==> config.mk <==
export PLATFORM = sky130hd
export DESIGN_NAME = coleta_votos
export DESIGN_NICKNAME = d
export VERILOG_FILES = /design/src/rtl/coleta_votos_pkg.sv /design/src/rtl/coleta_votos_timeout.sv /design/src/rtl/coleta_votos.sv
export SDC_FILE = /design/constraint.sdc
export NUM_CORES = 1
export LEC_CHECK = 0
export ABC_AREA = 1
export BUFFER_PORTS_ARGS = -buffer_cell sky130_fd_sc_hd__buf_2
export CAP_MARGIN = 20
export CORE_MARGIN = 2
export CORE_UTILIZATION = 62
export CTS_BUF_LIST = sky130_fd_sc_hd__clkbuf_4 sky130_fd_sc_hd__clkbuf_8
export DETAILED_ROUTE_END_ITERATION = 10
export PLACE_DENSITY = 0.86
export RECOVER_POWER = 100
export SETUP_SLACK_MARGIN = 0.15
export SKIP_LAST_GASP = 1
export SYNTH_ARGS = -nofsm -noshare
export SYNTH_HDL_FRONTEND = slang
export SYNTH_SLANG_ARGS = --single-unit
==> constraint.sdc <==
create_clock -name clk -period 3.25 [get_ports clk]
set_input_delay 0.1625 -clock clk [delete_from_list [all_inputs] [get_ports clk]]
set_output_delay 0.1625 -clock clk [all_outputs]
set_load 0.1 [all_outputs]
==> src/rtl/coleta_votos_pkg.sv <==
// coleta_votos_pkg: shared state encoding, limits and width helper for the vote collector.
package coleta_votos_pkg;

    typedef enum logic [1:0] {ST_IDLE, ST_OPEN, ST_SEND} state_t;

    localparam int MAX_VOTERS = 8;

    function automatic int idw(input int n);
        return (n > 1) ? $clog2(n) : 1;
    endfunction

endpackage

==> src/rtl/coleta_votos_timeout.sv <==
// contador_timeout: loadable down-counter that stops at zero and flags it.
module contador_timeout #(
    parameter int TIMEOUT_CYC = 1000,
    localparam int TW = (TIMEOUT_CYC > 1) ? $clog2(TIMEOUT_CYC) : 1
) (
    input  logic clk,
    input  logic rst_n,
    input  logic load_i,
    input  logic dec_i,
    output logic zero_o
);

    logic [TW-1:0] r_cnt;

    always_ff @(posedge clk or negedge rst_n) begin
        if (!rst_n)
            r_cnt <= '0;
        else if (load_i)
            r_cnt <= TW'(TIMEOUT_CYC - 1);
        else if (dec_i && r_cnt != '0)
            r_cnt <= r_cnt - 1'b1;
    end

    assign zero_o = (r_cnt == '0);

endmodule

==> src/rtl/coleta_votos.sv <==
// coleta_votos: collects one yes/no vote per voter per session and hands the
// ballot vector to the vote counter over a valid/ready handshake.
module coleta_votos
    import coleta_votos_pkg::*;
#(
    parameter int N_VOTERS    = 3,
    parameter int TIMEOUT_CYC = 1000
) (
    input  logic                      clk,
    input  logic                      rst_n,
    input  logic                      start_i,
    input  logic                      vote_valid_i,
    input  logic [idw(N_VOTERS)-1:0]  vote_id_i,
    input  logic                      vote_val_i,
    output logic                      vote_ready_o,
    output logic [N_VOTERS-1:0]       v_o,
    output logic                      v_valid_o,
    input  logic                      v_ready_i,
    output logic [N_VOTERS-1:0]       voted_o,
    output logic                      busy_o,
    output logic                      vote_err_o,
    output logic                      timeout_o
);

    localparam int IDW = idw(N_VOTERS);

    state_t                r_state, w_state_nx;
    logic [N_VOTERS-1:0]   r_ballot, r_voted, w_onehot, w_voted_nx;
    logic                  w_offer, w_free, w_acc, w_done, w_zero, w_load;

    assign w_onehot   = N_VOTERS'(1) << vote_id_i;
    assign w_offer    = vote_valid_i & vote_ready_o;
    // An out-of-range id shifts the one-hot to zero, so the range test is explicit.
    assign w_free     = (int'(vote_id_i) < N_VOTERS) && ((r_voted & w_onehot) == '0);
    assign w_acc      = w_offer & w_free;
    assign w_voted_nx = r_voted | (w_acc ? w_onehot : '0);
    assign w_done     = &w_voted_nx;
    assign w_load     = (r_state == ST_IDLE) && start_i;

    contador_timeout #(.TIMEOUT_CYC(TIMEOUT_CYC)) u_timer (
        .clk    (clk),
        .rst_n  (rst_n),
        .load_i (w_load),
        .dec_i  (r_state == ST_OPEN),
        .zero_o (w_zero)
    );

    always_ff @(posedge clk or negedge rst_n) begin
        if (!rst_n)
            r_state <= ST_IDLE;
        else
            r_state <= w_state_nx;
    end

    always_comb begin
        w_state_nx   = r_state;
        vote_ready_o = 1'b0;
        v_valid_o    = 1'b0;
        busy_o       = (r_state != ST_IDLE);
        case (r_state)
            ST_IDLE: if (start_i) w_state_nx = ST_OPEN;
            ST_OPEN: begin
                vote_ready_o = 1'b1;
                if (w_done || w_zero) w_state_nx = ST_SEND;
            end
            ST_SEND: begin
                v_valid_o = 1'b1;
                if (v_ready_i) w_state_nx = ST_IDLE;
            end
            default: w_state_nx = ST_IDLE;
        endcase
    end

    always_ff @(posedge clk or negedge rst_n) begin
        if (!rst_n) begin
            r_ballot   <= '0;
            r_voted    <= '0;
            vote_err_o <= 1'b0;
            timeout_o  <= 1'b0;
        end else begin
            vote_err_o <= w_offer & ~w_free;
            if (w_load) begin
                r_ballot  <= '0;
                r_voted   <= '0;
                timeout_o <= 1'b0;
            end else if (w_acc) begin
                r_ballot <= r_ballot | (vote_val_i ? w_onehot : '0);
                r_voted  <= w_voted_nx;
            end
            // Completion in the final cycle takes priority over timeout.
            if (r_state == ST_OPEN && w_zero && !w_done)
                timeout_o <= 1'b1;
        end
    end

    assign v_o     = r_ballot;
    assign voted_o = r_voted;

endmodule
Word level (Yosys, flattened, before mapping)
Index checks and enable logic that the tools add are counted.

Register bits: 20. Input port bits: 8. Output and inout port bits: 11.

Add/subtract/negate cells: 1. Order comparisons: 1. Equal/unequal tests: 5. Shift-type cells: 1. Muxes and demuxes: 16. Bitwise operators: 7. Reductions and logical operators: 17.

Operators with widths (count): 10-bit two-way mux (2); 3-bit two-way mux (6); 10-bit logical NOT (1); 10-bit nonzero test (1); 10-bit by 1-bit subtractor with 10-bit output (second input constant) (1); 2-bit nonzero test (4); 2-bit two-way mux (3); 2-bit != test (second input constant) (3); 3-bit OR (2); 2-bit case mux with 3 select lines (1); 3-bit AND reduction (2); 1-bit logical AND (5); 1-bit two-way mux (4); 1-bit bitwise AND (3); 3-bit bitwise AND (1); 3-bit logical NOT (1); 1-bit by 2-bit << shifter with 3-bit output (first input constant) (1); 2-bit by 1-bit equality test with 1-bit output (second input constant) (1); 2-bit equality test (second input constant) (1); 2-bit logical NOT (1); 2-bit < comparator (second input constant) (1); 1-bit logical NOT (1); 1-bit logical OR (1); 1-bit NOT (1).

Depth between registers and ports, before layout
Depth in word-level cells: 11. Depth in mapped cells: 10. Mapped depth without buffers: 10.

By module
A second synthesis with hierarchy kept.

Cells, all modules: 161. Area, all modules: 1209.9 um2.

By module, submodules not included: contador_timeout (times used 1, cells an instance 96, area each 688.2 um2, seq. area each 250.2 um2); coleta_votos (times used 1, cells an instance 65, area each 521.8 um2, seq. area each 250.2 um2).

Worst setup path before layout
OpenSTA, ideal clock, no wires.

Path kind: reg-to-reg. From: register r_state[0]. To: register r_state[1]. Arrival time: 2.137 ns. Path slack: 0.991 ns. Cell stages (with the launch flop): 7. Buffers on the path: 0. Period minus slack after synthesis: 2.259 ns. Cell sequence: dfrtp_1 nor2_1 nand2_1 o21ai_0 inv_1 nand3_2 nand2_1.

Word-level cells in the longest chain between the ends: 10.

RTL lines: from (decl) (RTL line coleta_votos.sv:27) `state_t r_state, w_state_nx;`; from (signal assigned) (RTL line coleta_votos.sv:52) `r_state <= w_state_nx;`; 2-bit by 1-bit equality test with 1-bit output (RTL line coleta_votos.sv:60) `case (r_state)`; 1-bit two-way mux (RTL line coleta_votos.sv:60); 1-bit bitwise AND (RTL line coleta_votos.sv:32) `assign w_offer = vote_valid_i & vote_ready_o;`; 1-bit bitwise AND (RTL line coleta_votos.sv:35) `assign w_acc = w_offer & w_free;`; 3-bit two-way mux (RTL line coleta_votos.sv:36) `assign w_voted_nx = r_voted | (w_acc ? w_onehot : '0);`; 3-bit OR (RTL line coleta_votos.sv:36); 3-bit AND reduction (RTL line coleta_votos.sv:37) `assign w_done = &w_voted_nx;`; 1-bit logical OR (RTL line coleta_votos.sv:64) `if (w_done || w_zero) w_state_nx = ST_SEND;`; 2-bit != test (no source line); 3-bit AND reduction (no source line).

Parallel ways exist; a longest one is shown, timed or not. A chain may end at the register's enable or synchronous reset.

Final worst setup path
From: register u_timer.r_cnt[0]. To: register u_timer.r_cnt[8].

Word-level cells in the longest chain between the ends: 3.

RTL lines: from (decl) (RTL line coleta_votos_timeout.sv:13) `logic [TW-1:0] r_cnt;`; from (signal assigned) (RTL line coleta_votos_timeout.sv:19) `r_cnt <= TW'(TIMEOUT_CYC - 1);`; from (signal assigned) (RTL line coleta_votos_timeout.sv:21) `r_cnt <= r_cnt - 1'b1;`; 10-bit by 1-bit subtractor with 10-bit output / 10-bit nonzero test (equally long branches) (RTL line coleta_votos_timeout.sv:21, coleta_votos_timeout.sv:20); 10-bit two-way mux / 1-bit logical AND (equally long branches) (RTL line coleta_votos_timeout.sv:20) `else if (dec_i && r_cnt != '0)`; 10-bit two-way mux / 2-bit nonzero test (equally long branches).

Parallel ways exist; a longest one is shown, timed or not. The select of a mux whose other input is x is not followed.

==> impl_metrics.env <==
export IMPL_finClkSkew_ns=0.00238
export IMPL_async_reset_ff_share_pct=100
export IMPL_final_common_cell="nand2_1"
export IMPL_synth_warnings=0
export IMPL_maxCapViolations=0
export IMPL_setup_tns_ns=0
export IMPL_fp_dieH_um=47.4
export IMPL_clk_latency_ns=0.30
export IMPL_worstSetupStartpointType="register"
export IMPL_nNetsFinal=172
export IMPL_final_hold_viol_count=0
export IMPL_crit_fanout=8
export IMPL_grt_max_degree=21
export IMPL_antenna_found_initial=0
export IMPL_synth_ff_type="dfrtp_1"
export IMPL_hp_class="in2reg"
export IMPL_most_common_layout_cells="31 x nand2_1, 25 x inv_1, 20 x dfrtp_1, 12 x clkbuf_1"
export IMPL_startpoint="u_timer.r_cnt[0]"
export IMPL_rows=15
export IMPL_cp_slowest_stage_delay_ns=0.38
export IMPL_globalplace_congestion=0.798
export IMPL_arrival_ns=2.37
export IMPL_power_density_nw_per_um2=1120
export IMPL_fin_crit_sh_pct=67.4
export IMPL_core_area_um2=1750
export IMPL_reg2reg_from="u_timer.r_cnt[0]"
export IMPL_antenna_cells=0
export IMPL_max_freq_mhz=456
export IMPL_cpMaxStageDelayCell="dfrtp_1"
export IMPL_clock_root_buffer="clkbuf_4"
export IMPL_final_area_um2=1240
export IMPL_path_class="reg2reg"
export IMPL_syn_inst=140
export IMPL_cts_resized=0
export IMPL_path_cells="inv_1, ha_1, nand2_1, nor2_1, nand3_1, nand2_1, clkinvlp_2, nand3_1, nand3_1"
export IMPL_worst_slew_pin_slew_ns=1.17
export IMPL_path_clk_slew_ns=0.11
export IMPL_slew_headroom_pct=22.3
export IMPL_cp_common_cell="nand3_1"
export IMPL_fillers=157
export IMPL_viasPerCell=5.35
export IMPL_grt_pass1_vias=928
export IMPL_grt_use_total_pct=26.2
export IMPL_postCtsSetupBuffers=0
export IMPL_synth_seq_cells=20
export IMPL_io_buffers=18
export IMPL_grt_overflow_total=0
export IMPL_grt_setup_unrepaired="no"
export IMPL_place_area_um2=1280
export IMPL_synth_fp_nets=149
export IMPL_dp_hpwl_um=1790
export IMPL_p_leak_nw=0.622
export IMPL_drv_slew=0
export IMPL_post_drt_wl_per_cell_um=13.2
export IMPL_synth_edf_count=0
export IMPL_vdd_drop_max_v=0.000853
export IMPL_numCtsBuffers=3
export IMPL_vias=1000
export IMPL_critPathRequiredTime_ns=3.43
export IMPL_setup_ws_ns=1.06
export IMPL_die_area_um2=2240
export IMPL_area_growth_pct=6.12
export IMPL_grt_pass1_wl_um=3920
export IMPL_clock_sinks=20
export IMPL_io_pins=19
export IMPL_synth_area_um2=1170
export IMPL_min_period_ns=2.19
export IMPL_htreeDepth=1
export IMPL_end_kind="register"
export IMPL_start_util_pct=66.8
export IMPL_cts_tree="yes"
export IMPL_finalSetupViolCount=0
export IMPL_synth_avg_cell_area_um2=8.33
export IMPL_synth_cell_types=24
export IMPL_hp_start="v_ready_i"
export IMPL_die_x_um=47.4
export IMPL_firstDrtPassIters=4
export IMPL_drc=0
export IMPL_cts_buffer_depth=2
export IMPL_drt_initial_drc_count=20
export IMPL_drt_total_wl_um=2470
export IMPL_status="complete, no violations"
export IMPL_dp_slack_ns=1.61
export IMPL_drive_above_1_share_pct=14.2
export IMPL_cts_hold_buf=1
export IMPL_antenna_left=0
export IMPL_yosysSeqAreaShare_pct=42.9
## metal layers
metal	vias up	track usage [%]	wire [um]
met1	458	30.0	1030
met5	-	0	0
met3	9	3.85	140
met2	41	46.2	1210
met4	0	14.4	84
li1	492	-	-
## through the flow
step | power (mW) | hold WS [ns] | utilization [%] | cells
floorplan | 1.20 | -0.133 | - | 140
global placement | 1.31 | 0.125 | 73.3 | 182
detailed placement | 1.34 | 0.131 | 73.3 | 182
CTS | 1.49 | 0.121 | 76.0 | 187
global route | 1.48 | 0.135 | 70.9 | 187
finish | 1.38 | 0.126 | 70.9 | 187
## kinds of logic (layout without fill, tap and decap cells)
kind of cell	Yosys count	after routing	share of synthesized area (%)
flops	20	20	42.9
simple gates	71	71	34.3
buf+inv	28	50	9.87
compound gates	18	18	10.3
xor+xnor	2	2	1.50
fa+ha+maj	1	1	1.07
## cell usage after synthesis, drive strengths merged, types with 2 or more instances
cell type	instances	area, um^2
xor2	2	17.5
o21ai	12	90.1
inv	26	103
nand4	9	56.3
nor2	12	65.1
nor3	5	25.0
dfrtp	20	500
nand2	33	169
nand3	11	77.6
a21oi	6	30.0
## critical path, delay by kind of cell (launching register included)
kind                       cells  cell delay [ns]
and+or+nand+nor                6             0.99
buffers and inverters          2             0.47
DFF                            1             0.38
adders and majority gates      1             0.23
## where the power goes
part           leakage, nW  internal [mW]  switching (mW)  total [mW]
clock               0.0210         0.0684          0.0777       0.146
combinational        0.358          0.160           0.695       0.855
sequential           0.243          0.333          0.0511       0.384
total                0.622          0.561           0.824        1.38
## final cells by class
| type | instances | area [um^2] | share of cell area, % |
|---|---|---|---|
| Multi-Input combinational cell | 92 | 480 | 38.8 |
| Inverter | 27 | 104 | 8.39 |
| Clock buffer | 4 | 36.3 | 2.93 |
| Tap cell | 25 | 31.3 | 2.53 |
| Timing Repair Buffer | 19 | 85.1 | 6.88 |
| Sequential cell | 20 | 500 | 40.4 |
## worst paths after layout
check	end	slack, ns	cells after the start
max	u_timer.r_cnt[8]	1.06	9
min	r_state[1]	0.13	4
max reg2reg	u_timer.r_cnt[8]	1.06	9
min reg2reg	timeout_o	0.49	2
max in group asynchronous	voted_o[0]	2.07	2
min in group asynchronous	v_o[2]	0.55	2
## sequential cells by signal (all words and copies together), names as in the netlist
register,cells
u_timer.r_cnt,10
voted_o,3
vote_err_o,1
r_state,2
v_o,3
timeout_o,1
(Power assumes the default switching activity.)
